$ cat config.mk
export PLATFORM = sky130hd
export DESIGN_NAME = spike_pattern_decoder_flat
export DESIGN_NICKNAME = d
export VERILOG_FILES = /design/src/rtl/spike_pattern_decoder_if.sv /design/src/rtl/spike_pattern_decoder.sv /design/src/flat_wrapper.sv
export SDC_FILE = /design/constraint.sdc
export NUM_CORES = 1
export LEC_CHECK = 0
export CAP_MARGIN = 20
export CORE_AREA = 2 2 83 145
export CTS_CLUSTER_DIAMETER = 80
export DETAILED_ROUTE_END_ITERATION = 10
export DIE_AREA = 0 0 85 147
export GPL_TIMING_DRIVEN = 0
export PLACE_DENSITY = 0.53
export SYNTH_ARGS = -nofsm -noshare
export SYNTH_HDL_FRONTEND = slang
export SYNTH_SLANG_ARGS = --single-unit
$ cat constraint.sdc
create_clock -name clk -period 3.4 [get_ports clk]
set_input_delay 0.68 -clock clk [delete_from_list [all_inputs] [get_ports clk]]
set_output_delay 0.68 -clock clk [all_outputs]
set_load 0.005 [all_outputs]
$ cat src/rtl/spike_pattern_decoder_if.sv
// Handshake/bus bundle between the spike pattern decoder and its environment.
interface spike_pattern_decoder_if #(
  parameter int unsigned N = 7
);
  logic         enable;
  logic [N-1:0] spikes;
  logic [N-1:0] recalled_pattern;
  logic         recalled_valid;
  logic         recalled_ready;
  logic         converged;
  logic         overrun;

  modport master (
    input  enable, spikes, recalled_ready,
    output recalled_pattern, recalled_valid, converged, overrun
  );

  modport slave (
    output enable, spikes, recalled_ready,
    input  recalled_pattern, recalled_valid, converged, overrun
  );
endinterface

$ cat src/rtl/spike_pattern_decoder.sv
// Counts spike onsets per neuron over fixed windows, thresholds them into a recalled
// pattern offered on valid/ready, and flags convergence over repeated identical windows.
module spike_pattern_decoder #(
  parameter int unsigned N              = 7,
  parameter int unsigned WINDOW         = 256,
  parameter int unsigned CNT_W          = 8,
  parameter int unsigned THRESH         = 4,
  parameter int unsigned STABLE_WINDOWS = 3
) (
  input logic                clk,
  input logic                reset_n,
  spike_pattern_decoder_if.master bus
);

  localparam int unsigned WIN_W = $clog2(WINDOW);
  localparam int unsigned STB_W = $clog2(STABLE_WINDOWS);

  localparam logic [CNT_W-1:0] CNT_MAX  = '1;
  localparam logic [WIN_W-1:0] WIN_LAST = WIN_W'(WINDOW - 1);
  localparam logic [STB_W-1:0] STB_MAX  = STB_W'(STABLE_WINDOWS - 1);
  localparam logic [CNT_W:0]   THRESH_V = (CNT_W + 1)'(THRESH);

  typedef enum logic {S_IDLE, S_COUNT} state_t;

  state_t                    r_state;
  logic [N-1:0]              r_prev_spikes;
  logic [N-1:0][CNT_W-1:0]   r_cnt;
  logic [WIN_W-1:0]          r_win_cnt;
  logic [STB_W-1:0]          r_stable;
  logic [N-1:0]              r_prev_result;
  logic [N-1:0]              r_pattern;
  logic                      r_valid;
  logic                      r_converged;
  logic                      r_overrun;

  logic [N-1:0]              w_edge;
  logic [N-1:0]              w_new;
  logic [N-1:0][CNT_W-1:0]   w_cnt_inc;
  logic                      w_win_end;
  logic                      w_accept;
  logic                      w_match;
  logic [STB_W-1:0]          w_stable_nxt;

  // Onset detection, saturating increment and end-of-window threshold (final sample included)
  always_comb begin
    w_edge    = bus.spikes & ~r_prev_spikes;
    w_new     = '0;
    w_cnt_inc = '0;
    for (int i = 0; i < int'(N); i++) begin
      w_new[i]     = ({1'b0, r_cnt[i]} + {{CNT_W{1'b0}}, w_edge[i]}) >= THRESH_V;
      w_cnt_inc[i] = (r_cnt[i] == CNT_MAX) ? r_cnt[i] : r_cnt[i] + CNT_W'(w_edge[i]);
    end
  end

  assign w_win_end    = (r_state == S_COUNT) && (r_win_cnt == WIN_LAST);
  assign w_accept     = r_valid && bus.recalled_ready;
  assign w_match      = (w_new == r_prev_result) && (|w_new);
  assign w_stable_nxt = !w_match ? '0 :
                        (r_stable == STB_MAX) ? r_stable : r_stable + STB_W'(1);

  always_ff @(posedge clk) begin
    if (!reset_n) begin
      r_state       <= S_IDLE;
      r_prev_spikes <= '0;
      r_cnt         <= '0;
      r_win_cnt     <= '0;
      r_stable      <= '0;
      r_prev_result <= '0;
      r_pattern     <= '0;
      r_valid       <= 1'b0;
      r_converged   <= 1'b0;
      r_overrun     <= 1'b0;
    end else begin
      r_prev_spikes <= bus.spikes;
      if (w_accept) r_valid <= 1'b0;

      case (r_state)
        S_IDLE: begin
          r_cnt     <= '0;
          r_win_cnt <= '0;
          if (bus.enable) r_state <= S_COUNT;
        end
        S_COUNT: begin
          if (!bus.enable) begin
            // Abort: discard partial window, keep any pending pattern
            r_state     <= S_IDLE;
            r_cnt       <= '0;
            r_win_cnt   <= '0;
            r_stable    <= '0;
            r_converged <= 1'b0;
            r_overrun   <= 1'b0;
          end else if (w_win_end) begin
            r_cnt         <= '0;
            r_win_cnt     <= '0;
            r_prev_result <= w_new;
            r_stable      <= w_stable_nxt;
            r_converged   <= (w_stable_nxt == STB_MAX);
            // A slot frees up either when empty or when accepted on this same edge
            if (!r_valid || w_accept) begin
              r_pattern <= w_new;
              r_valid   <= 1'b1;
            end else begin
              r_overrun <= 1'b1;
            end
          end else begin
            r_cnt     <= w_cnt_inc;
            r_win_cnt <= r_win_cnt + WIN_W'(1);
          end
        end
        default: r_state <= S_IDLE;
      endcase
    end
  end

  assign bus.recalled_pattern = r_pattern;
  assign bus.recalled_valid   = r_valid;
  assign bus.converged        = r_converged;
  assign bus.overrun          = r_overrun;

endmodule

$ cat src/flat_wrapper.sv
// flat-port wrapper written by rule: the top's interface ports become plain ports
module spike_pattern_decoder_flat 
#(
  parameter int unsigned N              = 7,
  parameter int unsigned WINDOW         = 256,
  parameter int unsigned CNT_W          = 8,
  parameter int unsigned THRESH         = 4,
  parameter int unsigned STABLE_WINDOWS = 3
)
  (clk, reset_n, bus_enable, bus_spikes, bus_recalled_ready, bus_recalled_pattern, bus_recalled_valid, bus_converged, bus_overrun);
  spike_pattern_decoder_if #(.N(N)) bus_i ();
  input logic clk;
  input logic reset_n;
  input wire logic [$bits(bus_i.enable)-1:0] bus_enable;
  input wire logic [$bits(bus_i.spikes)-1:0] bus_spikes;
  input wire logic [$bits(bus_i.recalled_ready)-1:0] bus_recalled_ready;
  output wire logic [$bits(bus_i.recalled_pattern)-1:0] bus_recalled_pattern;
  output wire logic [$bits(bus_i.recalled_valid)-1:0] bus_recalled_valid;
  output wire logic [$bits(bus_i.converged)-1:0] bus_converged;
  output wire logic [$bits(bus_i.overrun)-1:0] bus_overrun;
  assign bus_i.enable = bus_enable;
  assign bus_i.spikes = bus_spikes;
  assign bus_i.recalled_ready = bus_recalled_ready;
  assign bus_recalled_pattern = bus_i.recalled_pattern;
  assign bus_recalled_valid = bus_i.recalled_valid;
  assign bus_converged = bus_i.converged;
  assign bus_overrun = bus_i.overrun;
  spike_pattern_decoder #(.N(N), .WINDOW(WINDOW), .CNT_W(CNT_W), .THRESH(THRESH), .STABLE_WINDOWS(STABLE_WINDOWS)) u_core (.clk(clk), .reset_n(reset_n), .bus(bus_i));
endmodule
Yosys cells after proc, flatten, opt, wreduce, memory -nomap -nowiden
Cells that the tools add are included.

storage, ports and cells
  bits in registers = 91
  output and inout port bits = 10

operators by class
  add/subtract/negate cells = 16
  $lt $le $gt $ge = 7
  eq/ne operators = 20
  mux-type cells = 28
  bitwise operators = 3
  reduce and logical (&&, ||, !) cells = 10

operator list
  kind                                                                    number
  56-bit 2-to-1 mux                                                       2
  56-bit case mux with 2 select lines                                     1
  8-bit 2-to-1 mux                                                        9
  8-bit equality test (second input constant)                             8
  8-bit by 1-bit adder with 9-bit output                                  7
  9-bit by 3-bit >= comparator with 1-bit output (second input constant)  7
  8-bit by 1-bit adder with 8-bit output                                  7
  4-bit != test (second input constant)                                   7
  8-bit case mux with 2 select lines                                      1
  1-bit 2-to-1 mux                                                        11
  8-bit by 1-bit adder with 8-bit output (second input constant)          1
  2-bit 2-to-1 mux                                                        4
  7-bit bitwise AND                                                       1
  7-bit equality test                                                     1
  7-bit inverter                                                          1
  7-bit OR reduction                                                      1
  3-bit AND reduction                                                     2
  2-bit equality test (second input constant)                             2
  4-bit AND reduction                                                     1
  1-bit logical AND                                                       3
  2-bit by 1-bit adder with 2-bit output (second input constant)          1
  2-bit by 1-bit != test with 1-bit output (second input constant)        1
  2-bit != test (second input constant)                                   1
  2-bit AND reduction                                                     1
  3 further kinds                                                         3

Depth between registers and ports, before layout
Gate-level depths: netlist of run 1.

  depth after elaboration = 10
  depth in mapped cells = 11
  depth with buffers taken out = 10

Least setup slack after synthesis of run 1
OpenSTA, ideal clock, no wires.

  kind = input-to-reg
  start point = in bus_spikes[6]
  end point = reg u_core.r_converged (netlist: u_core.bus.converged)
  arrival = 3.048 ns
  data required time = 3.304 ns
  path slack = 0.256 ns
  cell stages on the path = 10
  cell sequence = nor2b_1 ha_1 ha_1 and2_1 a21o_4 a21oi_1 o221ai_2 or4b_1 or4_4 o41ai_2

between the ends
  word-level cells in the longest chain between the ends = 9
  elaborated cells on any way between the ends = 10

RTL lines
  element                                                           line                         text
  from (decl)                                                       flat_wrapper.sv:15           input wire logic [$bits(bus_i.spikes)-1:0] bus_spikes;
  7-bit bitwise AND (*)                                             spike_pattern_decoder.sv:46  w_edge = bus.spikes & ~r_prev_spikes;
  8-bit by 1-bit adder with 9-bit output (*)                        spike_pattern_decoder.sv:50  w_new[i] = ({1'b0, r_cnt[i]} + {{CNT_W{1'b0}}, w_edge[i]}) >= THRESH_V;
  9-bit by 3-bit >= comparator with 1-bit output (*)                spike_pattern_decoder.sv:50
  7-bit equality test / 7-bit OR reduction (equally long branches)  spike_pattern_decoder.sv:57  assign w_match = (w_new == r_prev_result) && (|w_new);
  1-bit logical AND (*)                                             spike_pattern_decoder.sv:57
  2-bit 2-to-1 mux (*)                                              spike_pattern_decoder.sv:58  assign w_stable_nxt = !w_match ? '0 :
  2-bit equality test (*)                                           spike_pattern_decoder.sv:97  r_converged <= (w_stable_nxt == STB_MAX);
  1-bit 2-to-1 mux (*)                                              spike_pattern_decoder.sv:92  end else if (w_win_end) begin
  1-bit 2-to-1 mux (*)                                              spike_pattern_decoder.sv:84  if (!bus.enable) begin
  to (signal assigned)                                              spike_pattern_decoder.sv:97
  to (decl)                                                         spike_pattern_decoder.sv:33  logic r_converged;

Mark *: on every way between the ends. The rest lies on a longest branch, timed or not. The select of a mux whose other input is x is not followed.
A chain may end at the register's enable or synchronous reset.

Worst setup path in the final report of run 1
Ends and elaborated chain as after synthesis.

==> results of run 1 <==
## layout make-up
type                            instances  area [µm²]  share of cell area
Multi-Input combinational cell        385        2580               0.490
Sequential cell                        91        1820               0.346
Clock buffer                           11         243              0.0461
Timing Repair Buffer                   25         238              0.0452
Tap cell                              135         169              0.0321
Buffer                                 21        91.3              0.0174
Inverter                               18        67.6              0.0128
Clock inverter                          5        52.6             0.00999
## sequential cells by signal, indices dropped and copies added, names as in the netlist
name	flops
u_core.r_win_cnt	8
u_core.bus.recalled_pattern	7
u_core.r_state	1
u_core.bus.overrun	1
u_core.bus.recalled_valid	1
u_core.r_stable	2
u_core.r_prev_result	7
u_core.bus.converged	1
u_core.r_prev_spikes	7
u_core.r_cnt	56
## metal layers
metal / wire length, µm / part of all wire
met1: 4030 / 0.40
met2: 5500 / 0.55
met3: 269 / 0.027
met4: 274 / 0.027
met5: 0 / 0
## cells by family after synthesis
| logic type | count (synthesis) | share of synthesized area |
|---|---|---|
| AND/OR/NAND/NOR | 211 | 0.246 |
| flip-flops | 91 | 0.410 |
| XOR/XNOR | 51 | 0.102 |
| multiplexers | 2 | 0.00451 |
| adder cells (fa/ha/maj) | 16 | 0.0451 |
| buffers and inverters | 39 | 0.0358 |
| AO/OA/AOI/OAI | 105 | 0.157 |
## synthesized netlist by cell type (5+ instances only)
cell type,n
nand2_1,42
nor2b_1,11
a21oi_1,36
nor2_1,56
xor2_1,17
clkbuf_1,17
o21ai_0,19
inv_1,17
xnor2_1,33
and2_1,13
dfxtp_1,91
a31oi_1,12
nand3_1,27
nand4_1,15
and3_1,11
or2_2,5
a211oi_1,14
nor3_1,6
ha_1,16
## power groups by stage
stage | Sequential (mW) | Combinational, mW | Clock, mW
global route | 1.08 | 0.0687 | 1.07
floorplan | 1.10 | 0.0319 | 0
finish | 1.08 | 0.0618 | 0.995
global placement | 1.10 | 0.0608 | 0
CTS | 1.08 | 0.0620 | 1.03
detailed placement | 1.10 | 0.0614 | 0
## what timing repair did
item | in CTS | in global routing
pin swaps | 0 | 5
setup endpoints to repair | 3 | 3
hold endpoints to repair | 0 | 0
cloned | 0 | 0
setup buffers | 0 | 5
gates resized for setup | 6 | 21
## final timing paths
kind	startpoint	end	slack, ns	depth (start not counted)
min	u_core.r_win_cnt[0]$_SDFF_PP0_	u_core.r_win_cnt[0]$_SDFF_PP0_	0.46	1
max	bus_spikes[6]	u_core.bus.converged$_SDFFE_PN0P_	0.11	11
max reg2reg	u_core.r_win_cnt[0]$_SDFF_PP0_	u_core.bus.converged$_SDFFE_PN0P_	0.49	9
min reg2reg	u_core.r_win_cnt[0]$_SDFF_PP0_	u_core.r_win_cnt[0]$_SDFF_PP0_	0.46	1
## metrics by stage
stage	TNS, ns	power [mW]
2_1_floorplan	0	1.13
3_3_place_gp	-1.22	1.16
3_5_place_dp	-1.13	1.16
4_1_cts	0	2.17
5_1_grt	0	2.22
6_report	0	2.13
==> results.json, run 1 <==
{
  "cts_tree": "yes",
  "p_clk_frac": 0.467,
  "p_sw_frac": 0.211,
  "top_usage_layer": "met2",
  "utilization": 0.462,
  "design.core.area_um2": 11400,
  "grt_pass1_vias": 3591,
  "yosys.cell_types.count": 59,
  "synth_top_area_cell": "dfxtp_1",
  "syn_to_final_growth_pct": 18.5,
  "rows": 52,
  "synth_edf_count": 0,
  "post-route-period-util": 0.966,
  "peakVddDrop_uv": 259,
  "fin_ws_ns": 0.114,
  "worst_pin_slew_ns": 0.673,
  "mostFrequentLayoutCells": "dfxtp_1, nor2_1, nand2_1",
  "port-buffer-count": 20,
  "synth_seq_cells": 91,
  "post-route-min-period_ns": 3.29,
  "grt_use_met1": 0.181,
  "dp_cells": 670,
  "synth_nets": 542,
  "grt_pass1_wl_um": 16800,
  "crit_buf_inv": 1,
  "antenna_found_initial": 0,
  "insertion_delay_ns": 0.34,
  "wl_per_cell_um": 14.6,
  "p_leak_nw": 1.82,
  "vias": 3707,
  "pin_count": 21,
  "use_met2": 0.311,
  "cp-end-kind": "flop",
  "fill_cells": 1132,
  "crit_arrival_ns": 3.54,
  "diodes": 0,
  "dpl.hpwl_um": 7520,
  "yosys.area.top_type_share": 0.410,
  "critPathRequiredTime_ns": 3.65,
  "die_area_um2": 12500,
  "drt_iter0_markers": 127,
  "synthArstFlopShare": 0,
  "grtUsageMet3": 0.0331,
  "critical_path_class": "primary input to flop",
  "hold_viol_final": 0,
  "start_kind": "primary input",
  "htree_levels": 3,
  "crit_path_frequent_cell": "ha_2",
  "path_delay_family": "simple AND/OR/NAND/NOR gates",
  "root_buffer": "clkbuf_16",
  "crit_slowest_cell": "or4b_1",
  "drv_slew": 0,
  "remaining_drc_errors": 0,
  "viasPerCell": 5.36,
  "pre_cts_ws_ns": -0.398,
  "drtPass1Iterations": 4,
  "synth_top_flop_cell": "dfxtp_1",
  "fin_worst_skew_ns": 0.00681,
  "grt_overflow": 0,
  "timing.fmax_mhz": 304,
  "path_max_fanout": 3,
  "cp_cell_sequence": "clkdlybuf4s50_1 > nor2b_2 > ha_2 > ha_2 > and2_4 > a21o_4 > a21oi_2 > o221ai_2 > or4b_1 > or4_4 > o41ai_4",
  "power.internal_mw": 1.68,
  "initial_core_util": 0.390,
  "status": "completed",
  "synth.avg_cell_area_um2": 8.62,
  "ctsHoldBuffers": 0,
  "rsz0062_at_grt": "false",
  "syn_inst": 515,
  "max-slew-margin-rel": 0.552,
  "switchingPower_mw": 0.450,
  "grt_use_total": 0.168,
  "stdcell_count": 691,
  "wl_um": 10100,
  "place_area_um2": 4810,
  "cts_buffers": 9,
  "die_height_um": 147,
  "cp_slowest_stage_delay_ns": 0.51,
  "synth_warnings": 0,
  "pwr-share-comb": 0.029,
  "setup_viol": 0,
  "ys_seq_area_frac": 0.410,
  "fin_hold_ws_ns": 0.463,
  "power_density_nw_per_um2": 405,
  "cts.clk_slew.worst_paths_ns": 0.07,
  "clock_path_buffers": 2,
  "maxCapViolCount": 0,
  "gp_congestion": 0.878,
  "dieWidth_um": 85,
  "syn_area_um2": 4440,
  "drive_gt1_frac": 0.126,
  "layout_commonest_cell": "dfxtp_1",
  "p_seq_frac": 0.504,
  "ant_nets": 0,
  "nNetsFinal": 578,
  "hold_class": "flop to flop",
  "design_area_um2": 5260,
  "synthTopCellsByArea": "dfxtp_1, xnor2_1, nor2_1",
  "grt_max_degree": 15,
  "cts.sinks": 91
}
(Power assumes the default switching activity.)
==> inputs of run 2 (changes only) <==
--- a/config.mk
+++ b/config.mk
@@ -7,6 +7,7 @@
 export LEC_CHECK = 0
 export CAP_MARGIN = 20
 export CORE_AREA = 2 2 83 145
+export CTS_BUF_LIST = sky130_fd_sc_hd__clkbuf_4
 export CTS_CLUSTER_DIAMETER = 80
 export DETAILED_ROUTE_END_ITERATION = 10
 export DIE_AREA = 0 0 85 147
==> run 2 against run 1 <==
Critical path depth unchanged. Final area down 5.4%. Core utilization down 2.5 points. First-iteration DRC count is 5.5% higher. Global-route usage barely moved. Critical path type unchanged. Highest routed layer unchanged.
==> results.json, run 2 (synthesized netlist as in run 1, its figures left out) <==
{
  "p_total_mw": 1.73,
  "maxCapViolCount": 0,
  "peakVddDrop_uv": 219,
  "cts_tree": "yes",
  "hold_class": "flop to flop",
  "dp_cells": 670,
  "gp_congestion": 0.878,
  "initial_core_util": 0.390,
  "clock_path_buffers": 2,
  "power.internal_mw": 1.32,
  "rows": 52,
  "setup_viol": 0,
  "cp-end-kind": "flop",
  "ant_nets": 0,
  "rsz0062_at_grt": "false",
  "p_leak_nw": 1.69,
  "syn_to_final_growth_pct": 12.0,
  "drtPass1Iterations": 4,
  "drv_slew": 0,
  "antenna_found_initial": 1,
  "hold_end": "u_core.r_win_cnt[0]$_SDFF_PP0_",
  "design_area_um2": 4970,
  "path_max_fanout": 3,
  "die_height_um": 147,
  "switchingPower_mw": 0.409,
  "nNetsFinal": 573,
  "root_buffer": "clkbuf_4",
  "reg2regPathDepth": 9,
  "grt_overflow": 0,
  "post-route-period-util": 0.967,
  "grt_pass1_vias": 3553,
  "mostFrequentLayoutCells": "dfxtp_1, nor2_1, nand2_1",
  "htree_levels": 3,
  "cts.clk_slew.worst_paths_ns": 0.14,
  "critPathRequiredTime_ns": 3.76,
  "insertion_delay_ns": 0.44,
  "crit-reg2reg-launch": "u_core.r_win_cnt[0]$_SDFF_PP0_",
  "grt_pass1_wl_um": 16800,
  "place_area_um2": 4810,
  "reg.largest.list": "u_core.r_cnt x56, u_core.r_win_cnt x8",
  "cts_setup_buffers": 0,
  "max-slew-margin-rel": 0.556,
  "cts.sinks": 91,
  "post-route-min-period_ns": 3.29,
  "crit_arrival_ns": 3.65,
  "r2r_slack_ns": 0.50,
  "power_density_nw_per_um2": 348,
  "p_seq_frac": 0.621,
  "wl_per_cell_um": 14.5,
  "grt_use_total": 0.168,
  "p_sw_frac": 0.236,
  "critical_path_class": "primary input to flop",
  "wl_um": 9970,
  "largest_reg_flops": 56,
  "p_clk_frac": 0.344,
  "vias": 3671,
  "design.core.area_um2": 11400,
  "remaining_drc_errors": 0,
  "grt_max_degree": 15,
  "hold_viol_final": 0,
  "pwr-share-comb": 0.035,
  "viasPerCell": 5.34,
  "timing.fmax_mhz": 304,
  "rr_endpoint": "u_core.bus.converged$_SDFFE_PN0P_",
  "dieWidth_um": 85,
  "worstHoldPathCells": 1,
  "stdcell_count": 687,
  "layout_commonest_cell": "dfxtp_1",
  "pin_count": 21,
  "top_register": "u_core.r_cnt",
  "status": "completed",
  "port-buffer-count": 20,
  "fin_worst_skew_ns": 0.0128,
  "min-delay-start": "u_core.r_win_cnt[0]$_SDFF_PP0_",
  "drt_iter0_markers": 134,
  "fin_ws_ns": 0.114,
  "cts_buffers": 9,
  "drive_gt1_frac": 0.0907,
  "pre_cts_ws_ns": -0.398,
  "die_area_um2": 12500,
  "worst_pin_slew_ns": 0.666,
  "start_kind": "primary input",
  "dpl.hpwl_um": 7520
}
==> run 2: critical path: stages <==
cell	delay [ns]
clkdlybuf4s50_1	0.41
nor2b_1	0.15
ha_1	0.21
ha_1	0.23
and2_1	0.20
a21o_4	0.21
a21oi_1	0.17
o221ai_2	0.14
or4b_1	0.51
or4_4	0.46
o41ai_2	0.28
==> run 2: how the worst max path moves through the flow <==
stage                       start                           endpoint  slack, ns  depth (start not counted)
global placement    bus_spikes[2]  u_core.bus.converged$_SDFFE_PN0P_      -0.44                         11
global route        bus_spikes[2]  u_core.bus.converged$_SDFFE_PN0P_       0.02                         11
floorplan           bus_spikes[6]  u_core.bus.converged$_SDFFE_PN0P_       0.26                         10
CTS                 bus_spikes[2]  u_core.bus.converged$_SDFFE_PN0P_       0.07                         11
detailed placement  bus_spikes[2]  u_core.bus.converged$_SDFFE_PN0P_      -0.40                         11
finish              bus_spikes[6]  u_core.bus.converged$_SDFFE_PN0P_       0.11                         11
==> run 2: cell type report <==
type                       count  area [µm²]
sequential                    91        1820
timing repair buffer          20         200
multi-input combinational    385        2490
clock inverter                 6        56.3
buffer                        21        91.3
fill                        1166        6410
tap                          135         169
clock buffer                  10        75.1
antenna                        1        2.50
inverter                      18        67.6
==> run 2: what timing repair did <==
item                                    CTS  global route
gates resized for setup                   0             8
hold buffers                              0             0
endpoints found under the setup margin    0             3
==> run 2: routing by layer <==
| metal | up-vias | GRT usage | routed length, µm |
|---|---|---|---|
| met3 | 23 | 0.0348 | 243 |
| met2 | 44 | 0.311 | 5430 |
| met1 | 1738 | 0.181 | 4020 |
| li1 | 1866 | - | - |
| met4 | 0 | 0.0675 | 274 |
| met5 | - | 0 | 0 |
==> run 2: power by group through the flow <==
stage / Clock, mW / Sequential (mW) / Combinational, mW
global route: 0.667 / 1.08 / 0.0675
CTS: 0.621 / 1.08 / 0.0617
global placement: 0 / 1.10 / 0.0608
floorplan: 0 / 1.10 / 0.0319
detailed placement: 0 / 1.10 / 0.0614
finish: 0.595 / 1.08 / 0.0606
==> run 2: through the flow <==
stage,utilization,TNS [ns],hold WS [ns]
floorplan,-,0,0.424
global placement,0.423,-1.22,0.439
detailed placement,0.423,-1.13,0.454
CTS,0.434,0,0.486
global route,0.437,0,0.506
finish,0.437,0,0.479
==> inputs of run 3 (changes only) <==
--- a/config.mk
+++ b/config.mk
@@ -11,7 +11,9 @@
 export CTS_CLUSTER_DIAMETER = 80
 export DETAILED_ROUTE_END_ITERATION = 10
 export DIE_AREA = 0 0 85 147
+export GPL_ROUTABILITY_DRIVEN = 0
 export GPL_TIMING_DRIVEN = 0
+export MAX_ROUTING_LAYER = met4
 export PLACE_DENSITY = 0.53
 export SYNTH_ARGS = -nofsm -noshare
 export SYNTH_HDL_FRONTEND = slang
==> run 3 against run 2 <==
Sequential share of layout area did not move. Die area stayed put. Flip-flop and latch count did not move. Global-route usage up 0.51 points. Cell count stayed put. First-iteration DRC count up 10%. Clock-buffer cell count unchanged. Sequential power about the same. Clock skew barely moved. Critical path depth is the same. Combinational power about the same. Core utilization unchanged. Largest cell class unchanged. Largest power group unchanged.
==> results.json, run 3 (synthesized netlist as in run 1, its figures left out) <==
{
  "cts.clk_slew.worst_paths_ns": 0.14,
  "cts.sinks": 91,
  "ant_nets": 0,
  "grt_max_degree": 15,
  "cp_cell_sequence": "clkdlybuf4s50_1 > nor2b_1 > ha_1 > ha_1 > and2_1 > a21o_4 > a21oi_1 > o221ai_2 > or4b_1 > or4_4 > o41ai_2",
  "drive_gt1_frac": 0.0907,
  "layout_commonest_cell": "dfxtp_1",
  "path_max_fanout": 3,
  "reg2regPathDepth": 9,
  "crit_slowest_cell": "or4b_1",
  "crit-reg2reg-launch": "u_core.r_win_cnt[0]$_SDFF_PP0_",
  "status": "completed",
  "drv_slew": 0,
  "nNetsFinal": 573,
  "die_area_um2": 12500,
  "critical_path_class": "primary input to flop",
  "cp-end-kind": "flop",
  "port-buffer-count": 20,
  "path_depth": 11,
  "grt_pass1_vias": 3546,
  "fin_worst_skew_ns": 0.0129,
  "cts_buffers": 9,
  "vias": 3667,
  "drtPass1Iterations": 4,
  "max-slew-margin-rel": 0.559,
  "dpl.hpwl_um": 7520,
  "largest_reg_flops": 56,
  "rsz0062_at_grt": "false",
  "rows": 52,
  "htree_levels": 3,
  "antenna_found_initial": 1,
  "utilization": 0.437,
  "worstHoldPathCells": 1,
  "grt_pass1_wl_um": 16800,
  "wl_per_cell_um": 14.5,
  "setup_tns_ns": 0,
  "timing.fmax_mhz": 304,
  "top_register": "u_core.r_cnt",
  "root_buffer": "clkbuf_4",
  "pre_cts_ws_ns": -0.398,
  "start_kind": "primary input",
  "r2r_slack_ns": 0.50,
  "syn_to_final_growth_pct": 12.0,
  "hold_end": "u_core.r_win_cnt[0]$_SDFF_PP0_",
  "initial_core_util": 0.390,
  "p_total_mw": 1.73,
  "clock_path_buffers": 2,
  "ctsHoldBuffers": 0,
  "crit_arrival_ns": 3.65,
  "cp_slowest_stage_delay_ns": 0.51,
  "hold_viol_final": 0,
  "critPathRequiredTime_ns": 3.76,
  "remaining_drc_errors": 0,
  "post-route-period-util": 0.968,
  "cts_tree": "yes",
  "reg.largest.list": "u_core.r_cnt x56, u_core.r_win_cnt x8",
  "power_density_nw_per_um2": 348,
  "fin_ws_ns": 0.110,
  "mostFrequentLayoutCells": "dfxtp_1, nor2_1, nand2_1",
  "crit_buf_inv": 1,
  "crit_path_frequent_cell": "ha_1",
  "min-delay-start": "u_core.r_win_cnt[0]$_SDFF_PP0_",
  "peakVddDrop_uv": 219,
  "grt_overflow": 0,
  "design.core.area_um2": 11400,
  "maxCapViolCount": 0,
  "path_delay_family": "simple AND/OR/NAND/NOR gates",
  "die_height_um": 147,
  "drt_iter0_markers": 148,
  "fin_hold_ws_ns": 0.479,
  "hold_class": "flop to flop",
  "rr_endpoint": "u_core.bus.converged$_SDFFE_PN0P_",
  "wl_um": 9980,
  "post-route-min-period_ns": 3.29,
  "cts_setup_buffers": 0,
  "setup_viol": 0,
  "insertion_delay_ns": 0.44,
  "dieWidth_um": 85,
  "worst_pin_slew_ns": 0.662,
  "pin_count": 21,
  "viasPerCell": 5.34,
  "p_leak_nw": 1.69,
  "grt_use_total": 0.173
}
[run 3: cell counts in the layout (fill, tap and decap cells not counted)]
Identical to the previous run, type by type.
[run 3: worst max-delay path by stage]
stage | to | startpoint | slack [ns]
after floorplan | u_core.bus.converged$_SDFFE_PN0P_ | bus_spikes[6] | 0.26
after global placement | u_core.bus.converged$_SDFFE_PN0P_ | bus_spikes[2] | -0.44
after detailed placement | u_core.bus.converged$_SDFFE_PN0P_ | bus_spikes[2] | -0.40
after CTS | u_core.bus.converged$_SDFFE_PN0P_ | bus_spikes[2] | 0.07
after global routing | u_core.bus.converged$_SDFFE_PN0P_ | bus_spikes[2] | 0.01
final | u_core.bus.converged$_SDFFE_PN0P_ | bus_spikes[6] | 0.11
[run 3: worst reg2reg max path, stage by stage (launching register included)]
cell	delay, ns
dfxtp_1	0.39
ha_1	0.23
nand2_1	0.10
nor3_2	0.37
and3_2	0.26
buf_8	0.12
o221ai_2	0.10
or4b_1	0.51
or4_4	0.46
o41ai_2	0.28
[run 3: metal layers]
layer | part of all wire | GRT usage
met3 | 0.020 | 0.0315
met4 | 0.027 | 0.0722
met5 | 0 | -
met2 | 0.55 | 0.311
met1 | 0.41 | 0.182
[run 3: repair_timing]
action | 4_1_cts | 5_1_grt
endpoints found under the setup margin | 0 | 3
hold endpoints to repair | 0 | 0
gates resized for setup | 0 | 8
[run 3: where the power goes]
group	switching [mW]	internal (mW)
Clock	0.369	0.227
Sequential	0.00304	1.07
Combinational	0.0371	0.0234
[run 3: final cells by class]
type                    instances  area, µm²
plain buffers                  21       91.3
clock buffers                  10       75.1
well taps                     135        169
fillers                      1166       6410
inverters                      18       67.6
flip-flops and latches         91       1820
clock inverters                 6       56.3
repair buffers                 20        200
diodes                          1       2.50
multi-input cells             385       2490
[run 3: per-stage QoR]
step | cell area (µm²) | cells
after floorplan | 4440 | 515
after global placement | 4810 | 670
after detailed placement | 4810 | 670
after CTS | 4940 | 686
after global routing | 4970 | 687
final | 4970 | 687
